`src/rtl/cpuy_pkg.sv`:
```
// rtl/cpuy_pkg.sv - shared types and constants for the fetch sequencer
package cpuy_pkg;

  localparam int PC_WIDTH         = 8;
  localparam int OPERAND_FLAG_BIT = 7;

  typedef enum logic [2:0] {
    ST_FETCH,
    ST_OPCODE,
    ST_FETCH_ARG,
    ST_OPERAND,
    ST_DECODE,
    ST_EXECUTE
  } state_t;

  // Bit 7 of the opcode byte marks a two-byte instruction.
  function automatic logic has_operand(input logic [7:0] op);
    return op[OPERAND_FLAG_BIT];
  endfunction

endpackage

```
`src/rtl/fetch_seq_if.sv`:
```
// rtl/fetch_seq_if.sv - program ROM and decoder signals seen by the fetch sequencer
interface fetch_seq_if;
  import cpuy_pkg::*;

  logic [PC_WIDTH-1:0] prog_addr;
  logic [7:0]          prog_data;
  logic [7:0]          opcode;
  logic [7:0]          operand;
  logic                jump_operation;
  logic                jump_condition;
  logic                stall;
  logic                instr_valid;
  logic [PC_WIDTH-1:0] pc;

  modport master (
    output prog_addr,
    output opcode,
    output operand,
    output instr_valid,
    output pc,
    input  prog_data,
    input  jump_operation,
    input  jump_condition,
    input  stall
  );

  modport slave (
    input  prog_addr,
    input  opcode,
    input  operand,
    input  instr_valid,
    input  pc,
    output prog_data,
    output jump_operation,
    output jump_condition,
    output stall
  );

endinterface

```
`src/rtl/fetch_seq.sv`:
```
// rtl/fetch_seq.sv - instruction fetch sequencer: reads one or two ROM bytes, then holds them for EXECUTE
module fetch_seq
  import cpuy_pkg::*;
#(
  parameter logic [PC_WIDTH-1:0] PC_RESET = 8'h00
) (
  input  logic      clk,
  input  logic      rst_n,
  fetch_seq_if.master bus
);

  localparam logic [PC_WIDTH-1:0] PC_ONE = 1;

  state_t              state_q, state_d;
  logic [PC_WIDTH-1:0] pc_q, pc_d;
  logic [7:0]          opcode_q, opcode_d;
  logic [7:0]          operand_q, operand_d;

  always_ff @(posedge clk or negedge rst_n) begin
    if (!rst_n) begin
      state_q   <= ST_FETCH;
      pc_q      <= PC_RESET;
      opcode_q  <= 8'h00;
      operand_q <= 8'h00;
    end else begin
      state_q   <= state_d;
      pc_q      <= pc_d;
      opcode_q  <= opcode_d;
      operand_q <= operand_d;
    end
  end

  // ROM data arrives one cycle after the address, so each byte read is a two-state pair.
  always_comb begin
    state_d   = state_q;
    pc_d      = pc_q;
    opcode_d  = opcode_q;
    operand_d = operand_q;
    case (state_q)
      ST_FETCH: begin
        state_d = ST_OPCODE;
      end
      ST_OPCODE: begin
        opcode_d = bus.prog_data;
        pc_d     = pc_q + PC_ONE;
        if (has_operand(bus.prog_data)) begin
          state_d = ST_FETCH_ARG;
        end else begin
          operand_d = 8'h00;
          state_d   = ST_DECODE;
        end
      end
      ST_FETCH_ARG: begin
        state_d = ST_OPERAND;
      end
      ST_OPERAND: begin
        operand_d = bus.prog_data;
        pc_d      = pc_q + PC_ONE;
        state_d   = ST_DECODE;
      end
      ST_DECODE: begin
        state_d = ST_EXECUTE;
      end
      ST_EXECUTE: begin
        if (!bus.stall) begin
          if (bus.jump_operation && bus.jump_condition) begin
            pc_d = operand_q;
          end
          state_d = ST_FETCH;
        end
      end
      default: begin
        state_d = ST_FETCH;
      end
    endcase
  end

  assign bus.prog_addr   = pc_q;
  assign bus.pc          = pc_q;
  assign bus.opcode      = opcode_q;
  assign bus.operand     = operand_q;
  assign bus.instr_valid = (state_q == ST_EXECUTE);

endmodule

```
`src/flat_wrapper.sv`:
```
// flat-port wrapper written by rule: the top's interface ports become plain ports
module fetch_seq_flat import cpuy_pkg::*;
#(
  parameter logic [PC_WIDTH-1:0] PC_RESET = 8'h00
)
  (clk, rst_n, bus_prog_addr, bus_opcode, bus_operand, bus_instr_valid, bus_pc, bus_prog_data, bus_jump_operation, bus_jump_condition, bus_stall);
  fetch_seq_if bus_i ();
  input  logic clk;
  input  logic rst_n;
  output wire logic [$bits(bus_i.prog_addr)-1:0] bus_prog_addr;
  output wire logic [$bits(bus_i.opcode)-1:0] bus_opcode;
  output wire logic [$bits(bus_i.operand)-1:0] bus_operand;
  output wire logic [$bits(bus_i.instr_valid)-1:0] bus_instr_valid;
  output wire logic [$bits(bus_i.pc)-1:0] bus_pc;
  input wire logic [$bits(bus_i.prog_data)-1:0] bus_prog_data;
  input wire logic [$bits(bus_i.jump_operation)-1:0] bus_jump_operation;
  input wire logic [$bits(bus_i.jump_condition)-1:0] bus_jump_condition;
  input wire logic [$bits(bus_i.stall)-1:0] bus_stall;
  assign bus_prog_addr = bus_i.prog_addr;
  assign bus_opcode = bus_i.opcode;
  assign bus_operand = bus_i.operand;
  assign bus_instr_valid = bus_i.instr_valid;
  assign bus_pc = bus_i.pc;
  assign bus_i.prog_data = bus_prog_data;
  assign bus_i.jump_operation = bus_jump_operation;
  assign bus_i.jump_condition = bus_jump_condition;
  assign bus_i.stall = bus_stall;
  fetch_seq #(.PC_RESET(PC_RESET)) u_core (.clk(clk), .rst_n(rst_n), .bus(bus_i));
endmodule
```
`config.mk`:
```
export PLATFORM = sky130hd
export DESIGN_NAME = fetch_seq_flat
export DESIGN_NICKNAME = d
export VERILOG_FILES = /design/src/rtl/cpuy_pkg.sv /design/src/rtl/fetch_seq_if.sv /design/src/rtl/fetch_seq.sv /design/src/flat_wrapper.sv
export SDC_FILE = /design/constraint.sdc
export NUM_CORES = 1
export LEC_CHECK = 0
export CAP_MARGIN = 40
export CORE_UTILIZATION = 47
export DETAILED_ROUTE_END_ITERATION = 8
export GPL_TIMING_DRIVEN = 0
export PLACE_DENSITY = 0.94
export SLEW_MARGIN = 20
export SYNTH_ARGS = -nofsm -noshare
export SYNTH_HDL_FRONTEND = slang
export SYNTH_SLANG_ARGS = --single-unit
export TNS_END_PERCENT = 30
```
`constraint.sdc`:
```
create_clock -name clk -period 3.48 [get_ports clk]
set_input_delay 0.696 -clock clk [delete_from_list [all_inputs] [get_ports clk]]
set_output_delay 0.696 -clock clk [all_outputs]
set_load 0.005 [all_outputs]
```
# Yosys cells after proc, flatten, opt, wreduce, memory -nomap -nowiden
# Cells that the tools add are included.
# Widths: inputs -> output; s select.
dict set report totals {
  input_bits 13
  word_cells 28
  ff_bits 27
  output_inout_bits 33
}
dict set report classes {
  n_reduce_logical 7
  add_sub_neg 1
  mux 8
  eq_ne 8
}
# operator count
set ops {}
lappend ops {{$pmux 8 s2} 2}
lappend ops {{$mux 8} 3}
lappend ops {{$pmux 3 s6} 1}
lappend ops {{$add 8x1->8 const B} 1}
lappend ops {{$eq 3x2->1 const B} 2}
lappend ops {{$eq 3x3->1 const B} 2}
lappend ops {{$mux 3} 2}
lappend ops {{$ne 2x2->1 const B} 2}
lappend ops {{$reduce_bool 2->1} 2}
lappend ops {{$eq 3x1->1 const B} 1}
lappend ops {{$logic_not 3->1} 1}
lappend ops {{$reduce_and 3->1} 1}
lappend ops {{$ne 2x1->1 const B} 1}
lappend ops {{$reduce_and 2->1} 1}
lappend ops {{$reduce_or 2->1} 1}
lappend ops {{$logic_and 1x1->1} 1}

# Logic depth before layout (Yosys ltp)
dict set report logic_depth {
  word_depth 4
  mapped_depth 5
  ltp_nobuf 5
}

# Least setup slack after synthesis
# OpenSTA, ideal clock, no wires.
dict set report synth_timing {
  path_type {reg2out}
  startpoint {reg u_core.state_q[1]}
  endpoint {out bus_instr_valid}
  arrival_time_ns 0.832
  required_time_ns 2.784
  setup_slack_ns 1.952
  stages_incl_launch_ff 3
  n_path_buf 0
  path_cell_list {dfrtp_1 nand3b_2 inv_2}
}
dict set report synth_via {
  elab_chain_cells 1
}
# item line
set synth_lines {}
lappend synth_lines {{start, declared} fetch_seq.sv:14} ;# state_t state_q, state_d;
lappend synth_lines {{start signal, assigned} fetch_seq.sv:26} ;# state_q <= state_d;
lappend synth_lines {{$eq 3x3->1} fetch_seq.sv:82} ;# assign bus.instr_valid = (state_q == ST_EXECUTE);
lappend synth_lines {{end, declared} flat_wrapper.sv:13} ;# output wire logic [$bits(bus_i.instr_valid)-1:0] bus_instr_valid;
# Every way passes these cells.

# Worst setup path after layout
# Ends and elaborated chain as after synthesis.

==> flow_summary.yaml <==
route:
  met2RoutedLength_mm: 1.48
  postRouteAntennaNets: 0
  vias: 1070
  detail_route.wl_per_cell_um: 14.8
  drt_wl_total_mm: 2.87
  wl_met3_um: 258
  avgViaCountPerCell: 5.52
  drc_markers: 0
  maxUsedRoutingLayer: "met4"
  wirelength_met1_mm: 1.11
  detailedRoute.firstPassIterationCount: 4
  drt_iter0_markers: 20
clock_network:
  worstSkewPairLatency_ns: 0.32
  cts_root_buffer: "sky130_fd_sc_hd__clkbuf_4"
  post-cts-setup-buffer-count: 0
  clkTransAtPathRegs_ns: 0.13
  clock-sinks: 27
  cts_resized: 0
  inserted_clock_buffers: 3
  cts_max_level: 1
  cts_tree: "yes"
  post_cts_hold_buffer_count: 0
  max-clock-path-buffers: 2
critical_path:
  path_class: "flip-flop to output pin"
  regToRegEndpoint: "u_core.bus.pc[6]"
  path_max_fanout: 8
  req_time_crit_path_ns: 2.78
  worstRegToRegCells: 5
  worstSetupEndpointType: "output pin"
  timing.rr.start: "u_core.bus.pc[0]"
  timing.critical_path.arrival_ns: 1.80
  critical_path.startpoint_type: "flip-flop"
  reg2reg_slack_ns: 2.01
timing:
  final_tns_setup_ns: 0
  slew_limit_fails: 0
  fin_ws_ns: 0.983
  maxClockFrequency_mhz: 401
  final.min_clock_period_ns: 2.50
  setup_viol: 0
  slew_at_the_pin_closest_to_its_max_slew_limit_ns: 0.398
  hold_violations: 0
  slew_headroom: 0.733
  grt_setup_unrepaired: "false"
  skew_final_ns: 0.00938
  post-route-period-util: 0.717
cells_and_area:
  final-seq-area_um2: 676
  multi_input_area_um2: 508
  net_count_final: 179
  antenna_cells_inserted: 0
  drive_above_1_share: 0.177
  finalInstanceArea_um2: 1810
  fillers: 195
  area_growth_pct: 42.0
  stdcell_count: 194
power:
  power.density_cell_area_nw_per_um2: 960
  leakage_nw: 0.781
  power.total_mw: 1.74
  irDropWorstVdd_uv: 637
global_route:
  number_of_antenna_violations_at_the_first_check_in_global_routing: 0
  grt_max_degree: 15
  grt_pass1_wl_mm: 4.71
  overflow: 0
  via_count_of_the_first_global_routing_pass: 1050
  track_usage: 0.226
status:
  outcome: "completed"
yosys:
  yosys_most_used_dff: "sky130_fd_sc_hd__dfrtp_1"
  synthesis.yosys.warnings: 0
  post_synth_most_frequent_cells: "27 x sky130_fd_sc_hd__dfrtp_1, 9 x sky130_fd_sc_hd__a21oi_1, 9 x sky130_fd_sc_hd__mux2_2"
  seq_area_frac_synth: 0.529
  synthDominantAreaCellType: "sky130_fd_sc_hd__dfrtp_1"
  synth_edf_count: 0
  synth_most_common_cell: "sky130_fd_sc_hd__dfrtp_1"
  yosys-top-cells-area: "sky130_fd_sc_hd__dfrtp_1 53%, sky130_fd_sc_hd__mux2_2 7.9%, sky130_fd_sc_hd__a22o_1 4.8%, sky130_fd_sc_hd__buf_4 4.7%, sky130_fd_sc_hd__a21oi_1 3.5%"
  synth.top_cell.area_share: 0.529
  netlist_instances: 113
  syn-cell-area_um2: 1280
  postSynthRegisterBits: 27
  synth-async-reset-ratio: 1.00
  syn_area_per_cell_um2: 11.3
  ys_types: 35
  synth_fp_nets: 127
placement:
  pre_cts_ws_ns: 1.35
  portBuffers: 45
  placement.cell_area_um2: 1790
  gp_congestion: 0.869
  dp_cells: 190
  dp_hpwl_mm: 2.28
floorplan:
  die_height_um: 54.1
  die_w_um: 54.1
  start_util: 0.506
  core_region_area_um2: 2520
  std_cell_rows: 18
  io-pin-count: 46
  total_die_area_um2: 2930
worst_hold_path:
  hold-path-cell-count: 1
  hold_start: "u_core.state_q[2]"
  hold_class: "flip-flop to flip-flop"
  hold_path_end: "u_core.state_q[1]"
flow_run:
  maxCapViolCount: 0
[power breakdown]
group | total [mW] | leakage (nW) | switching [mW] | internal (mW)
Combinational | 0.972 | 0.434 | 0.362 | 0.610
Clock | 0.131 | 0.0150 | 0.0862 | 0.0448
Sequential | 0.638 | 0.332 | 0.170 | 0.469
[worst max-delay path, cell delays in order, from the launching register on]
cell	delay, ns
sky130_fd_sc_hd__dfrtp_1	0.48
sky130_fd_sc_hd__nand3b_2	0.33
sky130_fd_sc_hd__inv_2	0.17
sky130_fd_sc_hd__clkdlybuf4s50_1	0.52
[stage by stage]
stage | util | hold slack, ns
CTS | 0.719 | 0.524
global placement | 0.700 | 0.491
floorplan | - | 0.400
finish | 0.719 | 0.522
global route | 0.719 | 0.554
detailed placement | 0.709 | 0.495
[worst max path at each step]
stage / start / to / slack, ns
global placement: u_core.state_q[1] / bus_instr_valid / 1.37
detailed placement: u_core.state_q[1] / bus_instr_valid / 1.35
floorplan: u_core.state_q[1] / bus_instr_valid / 1.95
CTS: u_core.state_q[1] / bus_instr_valid / 0.98
global route: u_core.state_q[1] / bus_instr_valid / 0.88
finish: u_core.state_q[1] / bus_instr_valid / 0.98
[cell families (layout without fill, tap and decap cells)]
| kind of cell | Yosys count | after routing | share of synthesized area |
|---|---|---|---|
| AO/OA/AOI/OAI | 36 | 36 | 0.186 |
| flip-flops | 27 | 27 | 0.529 |
| AND/OR/NAND/NOR | 26 | 26 | 0.115 |
| buffers and inverters | 13 | 64 | 0.0735 |
| multiplexers | 10 | 10 | 0.0872 |
| adder cells (fa/ha/maj) | 1 | 1 | 0.00979 |
[routing by layer]
layer,GRT usage,vias up
li1,-,512
met1,0.254,508
met2,0.394,46
met3,0.0650,4
met4,0.0983,0
met5,0,-
[flip-flops by register name, indices dropped and copies added, names as in the netlist]
signal              cells
u_core.state_q          3
u_core.bus.operand      8
u_core.bus.opcode       8
u_core.bus.pc           8
[final cells by class]
type                       count  share of cell area
buffer                        10              0.0455
clock buffer                   4              0.0145
inverter                       3             0.00621
multi-input combinational     73               0.280
sequential                    27               0.372
tap                           30              0.0207
timing repair buffer          47               0.261
[cell usage in the layout (no fill, tap or decap), types with 2 or more instances in the layout]
cell type                         synthesis  routed
sky130_fd_sc_hd__a22o_1                   7       7
sky130_fd_sc_hd__a2bb2oi_1                2       2
sky130_fd_sc_hd__buf_6                    2       4
sky130_fd_sc_hd__nor2_1                   4       4
sky130_fd_sc_hd__mux2_2                   9       9
sky130_fd_sc_hd__dfrtp_1                 27      27
sky130_fd_sc_hd__nand3_1                  4       4
sky130_fd_sc_hd__a21oi_1                  9       9
sky130_fd_sc_hd__inv_1                    2       2
sky130_fd_sc_hd__buf_4                    8       8
sky130_fd_sc_hd__nand2_1                  8       8
sky130_fd_sc_hd__o21ai_0                  8       8
sky130_fd_sc_hd__clkbuf_4                 0       3
sky130_fd_sc_hd__clkdlybuf4s50_1          0      45
(Power assumes the default switching activity.)
